==> src/rtl/ascii_bcd_updown_counter_pkg.sv <==
// Shared constants and helpers for the ASCII decimal up/down counter.
// Holds the digit byte width, the ASCII codes for "0" and "9", and a
// byte classifier used to validate load values.
package ascii_bcd_updown_counter_pkg;

  localparam int          DIGIT_W    = 8;
  localparam logic [7:0]  ASCII_ZERO = 8'h30;
  localparam logic [7:0]  ASCII_NINE = 8'h39;

  // True when the byte is one of the ASCII codes "0".."9".
  function automatic logic is_ascii_digit(input logic [DIGIT_W-1:0] b);
    return (b >= ASCII_ZERO) && (b <= ASCII_NINE);
  endfunction

endpackage

==> src/rtl/ascii_bcd_updown_counter_digit_step.sv <==
// One ASCII decimal digit of the counter: applies a +1/-1 step when
// carry/borrow in is set, producing the next digit byte and carry/borrow out.
// Ports: digit_i (current byte), up_i (direction), cin_i (step request),
//        digit_o (next byte), cout_o (carry on 9->0 or borrow on 0->9).
module ascii_digit_step
  import ascii_bcd_updown_counter_pkg::*;
(
  input  logic [DIGIT_W-1:0] digit_i,
  input  logic               up_i,
  input  logic               cin_i,
  output logic [DIGIT_W-1:0] digit_o,
  output logic               cout_o
);

  // Arithmetic is done directly on the ASCII code: only "0".."9" ever reach
  // this point, so +/-1 never disturbs the 0x3 upper nibble except at the
  // rollover points, which are handled explicitly.
  always_comb begin
    digit_o = digit_i;
    cout_o  = 1'b0;
    if (cin_i) begin
      if (up_i) begin
        if (digit_i == ASCII_NINE) begin
          digit_o = ASCII_ZERO;
          cout_o  = 1'b1;
        end else begin
          digit_o = digit_i + 8'd1;
        end
      end else begin
        if (digit_i == ASCII_ZERO) begin
          digit_o = ASCII_NINE;
          cout_o  = 1'b1;
        end else begin
          digit_o = digit_i - 8'd1;
        end
      end
    end
  end

endmodule

==> src/rtl/ascii_bcd_updown_counter.sv <==
// Multi-digit decimal up/down counter held as ASCII characters, MSD in the
// top byte. Registers count/done/terminal/load_error; load validation and
// wrap-or-saturate terminal handling live here.
// Ports: clock, reset (async active-low), load/load_value, enable, up;
//        count, done (sticky, saturate mode), terminal (1-cycle pulse),
//        load_error (sticky, last load had a non-digit byte).
// DIGITS is expected in 1..8; WRAP=0 saturates, WRAP=1 wraps.
module ascii_bcd_updown_counter
  import ascii_bcd_updown_counter_pkg::*;
#(
  parameter int DIGITS = 2,
  parameter bit WRAP   = 1'b0
)
(
  input  logic                      clock,
  input  logic                      reset,
  input  logic                      load,
  input  logic [DIGIT_W*DIGITS-1:0] load_value,
  input  logic                      enable,
  input  logic                      up,
  output logic [DIGIT_W*DIGITS-1:0] count,
  output logic                      done,
  output logic                      terminal,
  output logic                      load_error
);

  localparam int                W        = DIGIT_W * DIGITS;
  localparam logic [W-1:0]      ALL_ZERO = {DIGITS{ASCII_ZERO}};

  logic [W-1:0]      count_q, count_d;
  logic              done_q, done_d;
  logic              term_q, term_d;
  logic              err_q, err_d;

  logic [W-1:0]      step_val;
  logic [DIGITS:0]   carry;
  logic [DIGITS-1:0] byte_ok;
  logic [DIGITS-1:0] nxt_zero;
  logic [DIGITS-1:0] nxt_nine;

  logic              load_ok;
  logic              wrap_step;
  logic              reach_term;

  // The LSD always receives the step request; carry/borrow ripples upward
  // within the same cycle.
  assign carry[0] = 1'b1;

  for (genvar i = 0; i < DIGITS; i++) begin : g_digit
    ascii_digit_step u_step (
      .digit_i (count_q[i*DIGIT_W +: DIGIT_W]),
      .up_i    (up),
      .cin_i   (carry[i]),
      .digit_o (step_val[i*DIGIT_W +: DIGIT_W]),
      .cout_o  (carry[i+1])
    );
    assign byte_ok[i]  = is_ascii_digit(load_value[i*DIGIT_W +: DIGIT_W]);
    assign nxt_zero[i] = (step_val[i*DIGIT_W +: DIGIT_W] == ASCII_ZERO);
    assign nxt_nine[i] = (step_val[i*DIGIT_W +: DIGIT_W] == ASCII_NINE);
  end

  assign load_ok    = &byte_ok;
  // Carry out of the MSD means the count was already at the extreme for
  // this direction, so the step is a wrap (or, saturating, a blocked step).
  assign wrap_step  = carry[DIGITS];
  assign reach_term = up ? (&nxt_nine) : (&nxt_zero);

  always_comb begin
    count_d = count_q;
    done_d  = done_q;
    term_d  = 1'b0;
    err_d   = err_q;
    if (load) begin
      done_d = 1'b0;
      if (load_ok) begin
        count_d = load_value;
        err_d   = 1'b0;
      end else begin
        count_d = ALL_ZERO;
        err_d   = 1'b1;
      end
    end else if (enable && !done_q && !err_q) begin
      if (WRAP) begin
        count_d = step_val;
        term_d  = reach_term | wrap_step;
      end else if (wrap_step) begin
        // Already at the extreme: flag it but never under/overflow.
        term_d = 1'b1;
        done_d = 1'b1;
      end else begin
        count_d = step_val;
        if (reach_term) begin
          term_d = 1'b1;
          done_d = 1'b1;
        end
      end
    end
  end

  always_ff @(posedge clock or negedge reset) begin
    if (!reset) begin
      count_q <= ALL_ZERO;
      done_q  <= 1'b0;
      term_q  <= 1'b0;
      err_q   <= 1'b0;
    end else begin
      count_q <= count_d;
      done_q  <= done_d;
      term_q  <= term_d;
      err_q   <= err_d;
    end
  end

  assign count      = count_q;
  assign done       = done_q;
  assign terminal   = term_q;
  assign load_error = err_q;

endmodule
==> config.mk <==
export PLATFORM = sky130hd
export DESIGN_NAME = ascii_bcd_updown_counter
export DESIGN_NICKNAME = d
export VERILOG_FILES = /design/src/rtl/ascii_bcd_updown_counter_pkg.sv /design/src/rtl/ascii_bcd_updown_counter_digit_step.sv /design/src/rtl/ascii_bcd_updown_counter.sv
export SDC_FILE = /design/constraint.sdc
export NUM_CORES = 1
export LEC_CHECK = 0
export CELL_PAD_IN_SITES_DETAIL_PLACEMENT = 0
export CELL_PAD_IN_SITES_GLOBAL_PLACEMENT = 1
export CORE_UTILIZATION = 34
export DETAILED_ROUTE_END_ITERATION = 12
export HOLD_SLACK_MARGIN = 0.1
export PLACE_DENSITY_LB_ADDON = 0.1
export RECOVER_POWER = 50
export SETUP_SLACK_MARGIN = 0.5
export SKIP_LAST_GASP = 1
export SYNTH_ARGS = -nofsm -noshare
export SYNTH_HDL_FRONTEND = slang
export SYNTH_SLANG_ARGS = --single-unit
==> constraint.sdc <==
create_clock -name clock -period 2.4 [get_ports clock]
set_input_delay 0.72 -clock clock [delete_from_list [all_inputs] [get_ports clock]]
set_output_delay 0.72 -clock clock [all_outputs]
set_load 0.03 [all_outputs]
# == Word level (Yosys, flattened, before mapping) ==
# Index checks and enable logic that the tools add are counted.
# Widths: inputs -> output; s select.
# totals
register_bits,19
inputBits,21
out_inout_bits,19
# classes
addsub,4
order_cmp,4
n_eq_ne,9
muxes,28
n_reduce_logical,13
# op_table
op,n
$eq 8x6->1 const B,8
$mux 16,4
$mux 8,7
$mux 1,17
$add 8x1->8 const B,2
$ge 8x6->1 const B,2
$le 8x6->1 const B,2
$sub 8x1->8 const B,2
$reduce_and 2->1,5
$logic_and 1x1->1,4
$reduce_bool 3->1,1
$logic_not 1->1,2
$ne 2x2->1 const B,1
$reduce_bool 2->1,1

# == Logic depth before layout (Yosys ltp) ==
# Gate-level depths: netlist of the first run.
# depth
word_depth,11
depth_mapped,11
mapped_depth_nobuf,9

# == Modules after synthesis ==
# From an unflattened synthesis of the first run, not the netlist that was laid out.
# unflattened
hier_cells,252
area_unflattened_um2,2020.7
# modules_own_cells
mod,instances,cells_per_inst,area_per_inst_um2,seq_area_each_um2
ascii_digit_step,2,82,539.3,0.0
ascii_bcd_updown_counter,1,88,942.2,480.5

# == Least setup slack after synthesis of the first run ==
# OpenSTA, ideal clock, no wires.
# synth_timing
kind,register to register
start,"reg count_q[0], in the netlist count[0]"
end,"reg done_q, in the netlist done"
setup_ns,0.124
arrival_ns,2.680
t_required_ns,2.276
slack_ns,-0.404
path_stages_with_launch,11
synth_period_minus_slack_ns,2.804
cell_sequence,dfrtp_1 clkbuf_1 inv_1 ha_1 or3b_4 a211o_2 a221oi_1 o22a_1 mux2i_1 nor4_2 a211o_1
# synth_between
elab_chain_cells,9
word_cells_on_any_way,24
cone_classes,add/sub (2); eq/ne (6); mux (12); reduce/logical (4)
# synth_lines
item,line,text
start: declaration,ascii_bcd_updown_counter.sv:30,"logic [W-1:0] count_q, count_d;"
start signal: assignment,ascii_bcd_updown_counter.sv:107,count_q <= count_d;
branches (longest 9 deep; another with $sub 8x1->8),--,
end signal: assignment,ascii_bcd_updown_counter.sv:108,done_q <= done_d;
end: declaration,ascii_bcd_updown_counter.sv:31,"logic done_q, done_d;"
# Parallel ways; which one is timed is not known. The select of a mux whose other input is x is not followed.
# A chain may end at the register's enable or synchronous reset.

# == Worst setup path in the final report of the first run ==
# layout_timing
start,"reg count_q[1], in the netlist count[1]"
end,"reg done_q, in the netlist done"
# The elaborated chain is that of the path after synthesis.

==> impl_metrics.py, run 1 <==
metrics = {
    "sta": {
        "finClkSkew_ns": 0.00300,
        "max_freq_mhz": 407,
        "final-hold-violation-count": 0,
        "slew_headroom_pct": 26.7,
        "fin_crit_ns": 2.46,
        "rsz0062_at_grt": "yes",
        "hold_slack_ns": 0.558,
        "max_slew.worst_pin.slew_ns": 1.10,
        "setup_ws_ns": -0.0567,
        "min_period_over_period_pct": 102,
        "setup_viol": 3,
        "finalMaxSlewViolations": 0,
    },
    "outcome": {
        "violations": "setup timing",
        "status": "finished with violations",
    },
    "logic_synthesis": {
        "synth_top_area_cell": "dfrtp_1",
        "synthesis.nets": 293,
        "synth_warnings": 0,
        "yosysSeqAreaShare_pct": 23.7,
        "yosys-top-cells-area": "dfrtp_1, a21oi_1, nand2_1",
        "netlist_area_um2": 2030,
        "synth_top_area_share_pct": 18.5,
        "synth-async-reset-ratio_pct": 100,
        "synth-edff-count": 0,
        "synth-seq-cells": 19,
        "postSynthCellCount": 265,
        "synth_ff_type": "dfrtp_1",
        "netlist-cell-type-count": 69,
        "synth.avg_cell_area_um2": 7.64,
    },
    "floorplanning": {
        "fp.dieW_um": 79.2,
        "chipHeight_um": 79.2,
        "initial_core_util_pct": 36.1,
        "io-pin-count": 40,
        "dieArea_um2": 6270,
        "core_um2": 5610,
        "rows": 27,
    },
    "clock_network": {
        "htreeDepth": 1,
        "cts_tree": "built",
        "clk_latency_ns": 0.26,
        "cts_buffers": 3,
        "clk_pin_slew_ns": 0.08,
        "cts_num_sinks": 19,
        "ctsLongestPathBuffers": 2,
        "cts_root_buffer": "clkbuf_8",
    },
    "final_layout": {
        "layout_common_cells": "buf_4, nand2_1, nor2_1, clkdlybuf4s50_1, a21oi_1",
        "nNetsFinal": 394,
        "area_growth_pct": 66.6,
        "fillers": 527,
        "diodes": 0,
        "final_common_cell": "buf_4",
        "multi_input_area_um2": 1730,
        "fin_util_pct": 60.2,
        "seq_area_um2": 484,
        "layout-drive-gt1-share_pct": 44.1,
        "finalNonFillerCells": 437,
    },
    "grt": {
        "use_met2_pct": 36.9,
        "overflow": 0,
        "grt_usage_pct": 23.0,
        "grt_max_degree": 20,
        "antenna_found_initial": 0,
        "grt_util_met1_pct": 34.9,
        "grt_pass1_vias": 2306,
        "busiest_layer": "met2",
        "grt.met3_usage_pct": 0.805,
        "grt_pass1_wl_um": 11400,
    },
    "critical_path": {
        "cp-end-kind": "register",
        "cp_max_fo": 3,
        "worstPathArrival_ns": 2.60,
        "cp-start-kind": "register",
        "cp.required_ns": 2.55,
        "crit_type": "reg -> reg",
        "r2r_cells": 11,
    },
    "run": {
        "cap_violations": 0,
    },
    "routing": {
        "drc": 0,
        "drtIter0Drc": 132,
        "wl_per_cell_um": 16.8,
        "viasPerCell": 5.55,
        "ant_nets": 0,
        "first_pass_iters": 4,
        "wirelength_um": 7360,
        "via_count": 2424,
    },
    "power_and_ir_drop": {
        "vdd_drop_max_uv": 252,
        "power.density_nw_per_um2": 299,
        "leakagePower_uw": 0.00140,
    },
    "place": {
        "routabilityCongestion": 0.872,
        "io_buffers": 39,
        "numPlacedInstances": 417,
        "hpwl_um": 5290,
    },
    "worst_hold_path": {
        "whs_path_depth": 2,
        "hp-class": "reg -> reg",
    },
}
-- cell families after synthesis --
logic type                 share of synthesized area, %
AOI/OAI and AO/OA                                  32.1
xor gates and xnor gates                           2.16
adders and majority gates                          4.32
buffers and inverters                              6.30
DFF                                                23.7
muxes                                              1.48
and+or+nand+nor                                    30.0
-- worst paths after layout --
kind	slack, ns	to	startpoint
worst min register to register	0.56	load_error$_DFFE_PN0P_	load_error$_DFFE_PN0P_
worst max register to register	-0.06	done$_DFFE_PN0P_	count[1]$_DFFE_PN0P_
worst min-delay path	0.56	load_error$_DFFE_PN0P_	load_error$_DFFE_PN0P_
min in group asynchronous	1.18	count[2]$_DFFE_PN0P_	reset
worst max-delay path	-0.06	done$_DFFE_PN0P_	count[1]$_DFFE_PN0P_
max in group asynchronous	0.49	count[8]$_DFFE_PN0P_	reset
-- cell type report --
class,instances,share of cell area (%)
clock buffers,3,1.22
clock inverters,1,0.148
inverters,9,1.07
multi-input cells,220,51.1
flip-flops and latches,19,14.3
well taps,72,2.67
repair buffers,113,29.4
-- repair_timing --
item	CTS	global route
gates resized for setup	76	72
setup buffers	8	6
pin swaps	14	26
endpoints found under the setup margin	37	27
cloned	0	2
hold buffers	0	0
-- worst max-delay path, cell delays in order, from the launching register on --
cell,delay [ns]
dfrtp_2,0.42
inv_2,0.08
ha_4,0.13
or3b_4,0.41
a211oi_4,0.25
buf_4,0.16
buf_6,0.10
buf_4,0.11
a21boi_0,0.12
o22ai_1,0.24
nor4_2,0.08
a211o_1,0.23
-- flip-flops by register name, indices dropped and copies added (netlist names) --
signal      count
count          16
done            1
load_error      1
terminal        1
-- cells in the mapped netlist (all sizes together), types with 5 or more instances --
cell type	instances
nand2	31
o21a	5
inv	8
o21ai	19
ha	7
dfrtp	15
o22ai	6
a21oi	24
nor3	9
buf	13
nand3	15
nor2	24
-- power breakdown --
group	switching (uW)	total, uW	leakage [uW]	internal (uW)
clock	118	233	0.0000255	116
sequential	8.74	338	0.000232	330
combinational	227	439	0.00115	212
-- per-stage QoR --
step | instance area (um^2) | power (uW) | TNS (ns) | worst slack, ns
2_1_floorplan | 2080 | 544 | -0.385 | -0.180
3_3_place_gp | 2900 | 714 | -9.30 | -0.624
3_5_place_dp | 2900 | 713 | -9.86 | -0.639
4_1_cts | 3040 | 966 | -0.0758 | -0.0343
5_1_grt | 3380 | 1060 | -1.21 | -0.164
6_report | 3380 | 1010 | -0.114 | -0.0567
-- per-layer routing --
metal  part of all wire [%]  routed length, um
met5                      0                  0
met4                   0.39                 29
met3                    3.5                258
met2                     46               3410
met1                     50               3660
(Power assumes the default switching activity.)
==> run 2: changes to the inputs <==
- SKIP_LAST_GASP: 1 -> not set
==> run 2 against run 1 <==
Compared with the run above: sequential power is essentially flat; largest power group unchanged; sequential share of layout area about the same; setup slack improved by 0.0062 ns; the run still ends with setup timing left; maximum frequency is 0.25% higher; clock-buffer cell count is the same.
==> impl_metrics.py, run 2 (synthesis results as in run 1) <==
metrics = {
    "critical_path": {
        "worstPathArrival_ns": 2.60,
        "r2r_start": "count[1]$_DFFE_PN0P_",
        "crit_slowest_cell": "dfrtp_2",
        "rrSetupSlack_ns": -0.05,
        "critPathTopFamily": "compound AO/OA/AOI/OAI gates",
        "crit_path_frequent_cell": "buf_4",
        "cp.required_ns": 2.55,
        "cp-start-kind": "register",
        "crit_type": "reg -> reg",
        "rr_endpoint": "done$_DFFE_PN0P_",
        "path_cells": "inv_2 -> ha_4 -> or3b_4 -> a211oi_4 -> buf_4 -> buf_6 -> buf_4 -> a21boi_0 -> o22ai_1 -> nor4_2 -> a211o_1",
        "cp_max_fo": 3,
        "crit_buf_inv": 4,
        "r2r_cells": 11,
        "critical_path.startpoint": "count[1]$_DFFE_PN0P_",
        "max_stage_delay_ns": 0.42,
        "cp-end-kind": "register",
    },
    "grt": {
        "overflow": 0,
        "grt_usage_pct": 23.0,
        "grt_pass1_vias": 2306,
        "antenna_found_initial": 0,
        "grt_max_degree": 20,
        "grt_pass1_wl_um": 11400,
    },
    "final_layout": {
        "diodes": 0,
        "final_common_cell": "buf_4",
        "layout-drive-gt1-share_pct": 44.4,
        "finalNonFillerCells": 437,
        "layout_common_cells": "buf_4, nand2_1, nor2_1, clkdlybuf4s50_1, a21oi_1",
        "largest_reg_flops": 16,
        "nNetsFinal": 394,
        "seq_area_um2": 484,
        "multi_input_area_um2": 1730,
        "fillers": 526,
        "area_growth_pct": 66.3,
        "finalInstanceArea_um2": 3370,
    },
    "place": {
        "routabilityCongestion": 0.872,
        "io_buffers": 39,
        "hpwl_um": 5290,
        "post-place-ws_ns": -0.639,
        "numPlacedInstances": 417,
        "placed_cell_area_um2": 2900,
    },
    "floorplanning": {
        "rows": 27,
        "io-pin-count": 40,
        "initial_core_util_pct": 36.1,
        "fp.dieW_um": 79.2,
        "dieArea_um2": 6270,
        "chipHeight_um": 79.2,
        "core_um2": 5610,
    },
    "clock_network": {
        "htreeDepth": 1,
        "clk_pin_slew_ns": 0.08,
        "cts_buffers": 3,
        "cts_num_sinks": 19,
        "cts_root_buffer": "clkbuf_8",
        "ctsLongestPathBuffers": 2,
        "cts_tree": "built",
        "clk_latency_ns": 0.26,
    },
    "outcome": {
        "status": "finished with violations",
        "violations": "setup timing",
    },
    "sta": {
        "fin_crit_ns": 2.45,
        "rsz0062_at_grt": "yes",
        "setup_viol": 3,
        "slew_headroom_pct": 27.3,
        "max_slew.worst_pin.slew_ns": 1.09,
        "finalMaxSlewViolations": 0,
        "setup_ws_ns": -0.0505,
        "min_period_over_period_pct": 102,
        "max_freq_mhz": 408,
        "final-hold-violation-count": 0,
        "finClkSkew_ns": 0.00270,
    },
    "routing": {
        "via_count": 2454,
        "wl_per_cell_um": 16.8,
        "ant_nets": 0,
        "wirelength_um": 7320,
        "drc": 0,
        "viasPerCell": 5.62,
        "drtIter0Drc": 120,
        "first_pass_iters": 4,
    },
    "worst_hold_path": {
        "hold_path_end": "load_error$_DFFE_PN0P_",
        "whs_path_depth": 2,
        "hp-class": "reg -> reg",
        "min-delay-start": "load_error$_DFFE_PN0P_",
    },
    "power_and_ir_drop": {
        "leakagePower_uw": 0.00140,
        "power.density_nw_per_um2": 300,
        "vdd_drop_max_uv": 252,
    },
    "run": {
        "cap_violations": 0,
    },
}
run 2: worst max-delay path by stage:
| stage | cells past startpoint | slack (ns) | end |
|---|---|---|---|
| after floorplan | 10 | -0.18 | done$_DFFE_PN0P_ |
| after global placement | 8 | -0.62 | terminal$_DFF_PN0_ |
| after detailed placement | 9 | -0.64 | terminal$_DFF_PN0_ |
| after CTS | 10 | -0.03 | done$_DFFE_PN0P_ |
| after global routing | 10 | -0.16 | terminal$_DFF_PN0_ |
| final | 11 | -0.05 | done$_DFFE_PN0P_ |
run 2: area by class of cell:
cell class	instances	share of cell area, %
Clock buffer	3	1.23
Sequential cell	19	14.4
Clock inverter	1	0.149
Tap cell	72	2.67
Inverter	9	1.08
Multi-Input combinational cell	220	51.4
Timing Repair Buffer	113	29.1
run 2: repair_timing:
action                                  CTS  global route
pin swaps                                14            26
gates cloned                              0             2
hold buffers                              0             0
buffers inserted                          8             6
endpoints found under the setup margin   37            27
gates resized for setup                  76            79
run 2: through the flow:
step / total power (uW) / hold WS, ns / utilization [%] / TNS (ns)
detailed placement: 713 / 0.521 / 51.7 / -9.86
floorplan: 544 / 0.424 / - / -0.385
global placement: 714 / 0.508 / 51.7 / -9.30
finish: 1010 / 0.558 / 60.1 / -0.105
global route: 1060 / 0.604 / 60.1 / -1.18
CTS: 966 / 0.533 / 54.2 / -0.0758
run 2: tightest hold or removal path, delay by kind of cell (launching register included):
family	cells	cell delay, ns
flip-flops	1	0.38
AND/OR/NAND/NOR	2	0.14
run 2: power breakdown:
part           switching (uW)  total [uW]  leakage (uW)  internal (uW)
logic                     227         438       0.00114            211
clock network             117         233     0.0000255            116
registers                8.93         338      0.000232            330
total                     353        1010       0.00140            656
run 2: per-layer routing:
metal  vias to the layer above  wire [um]  track usage (%)
met1                      1184       3560             34.9
li1                       1193          -                -
met4                         0         43             2.91
met5                         -          0                0
met3                         7        261            0.805
met2                        70       3460             36.9
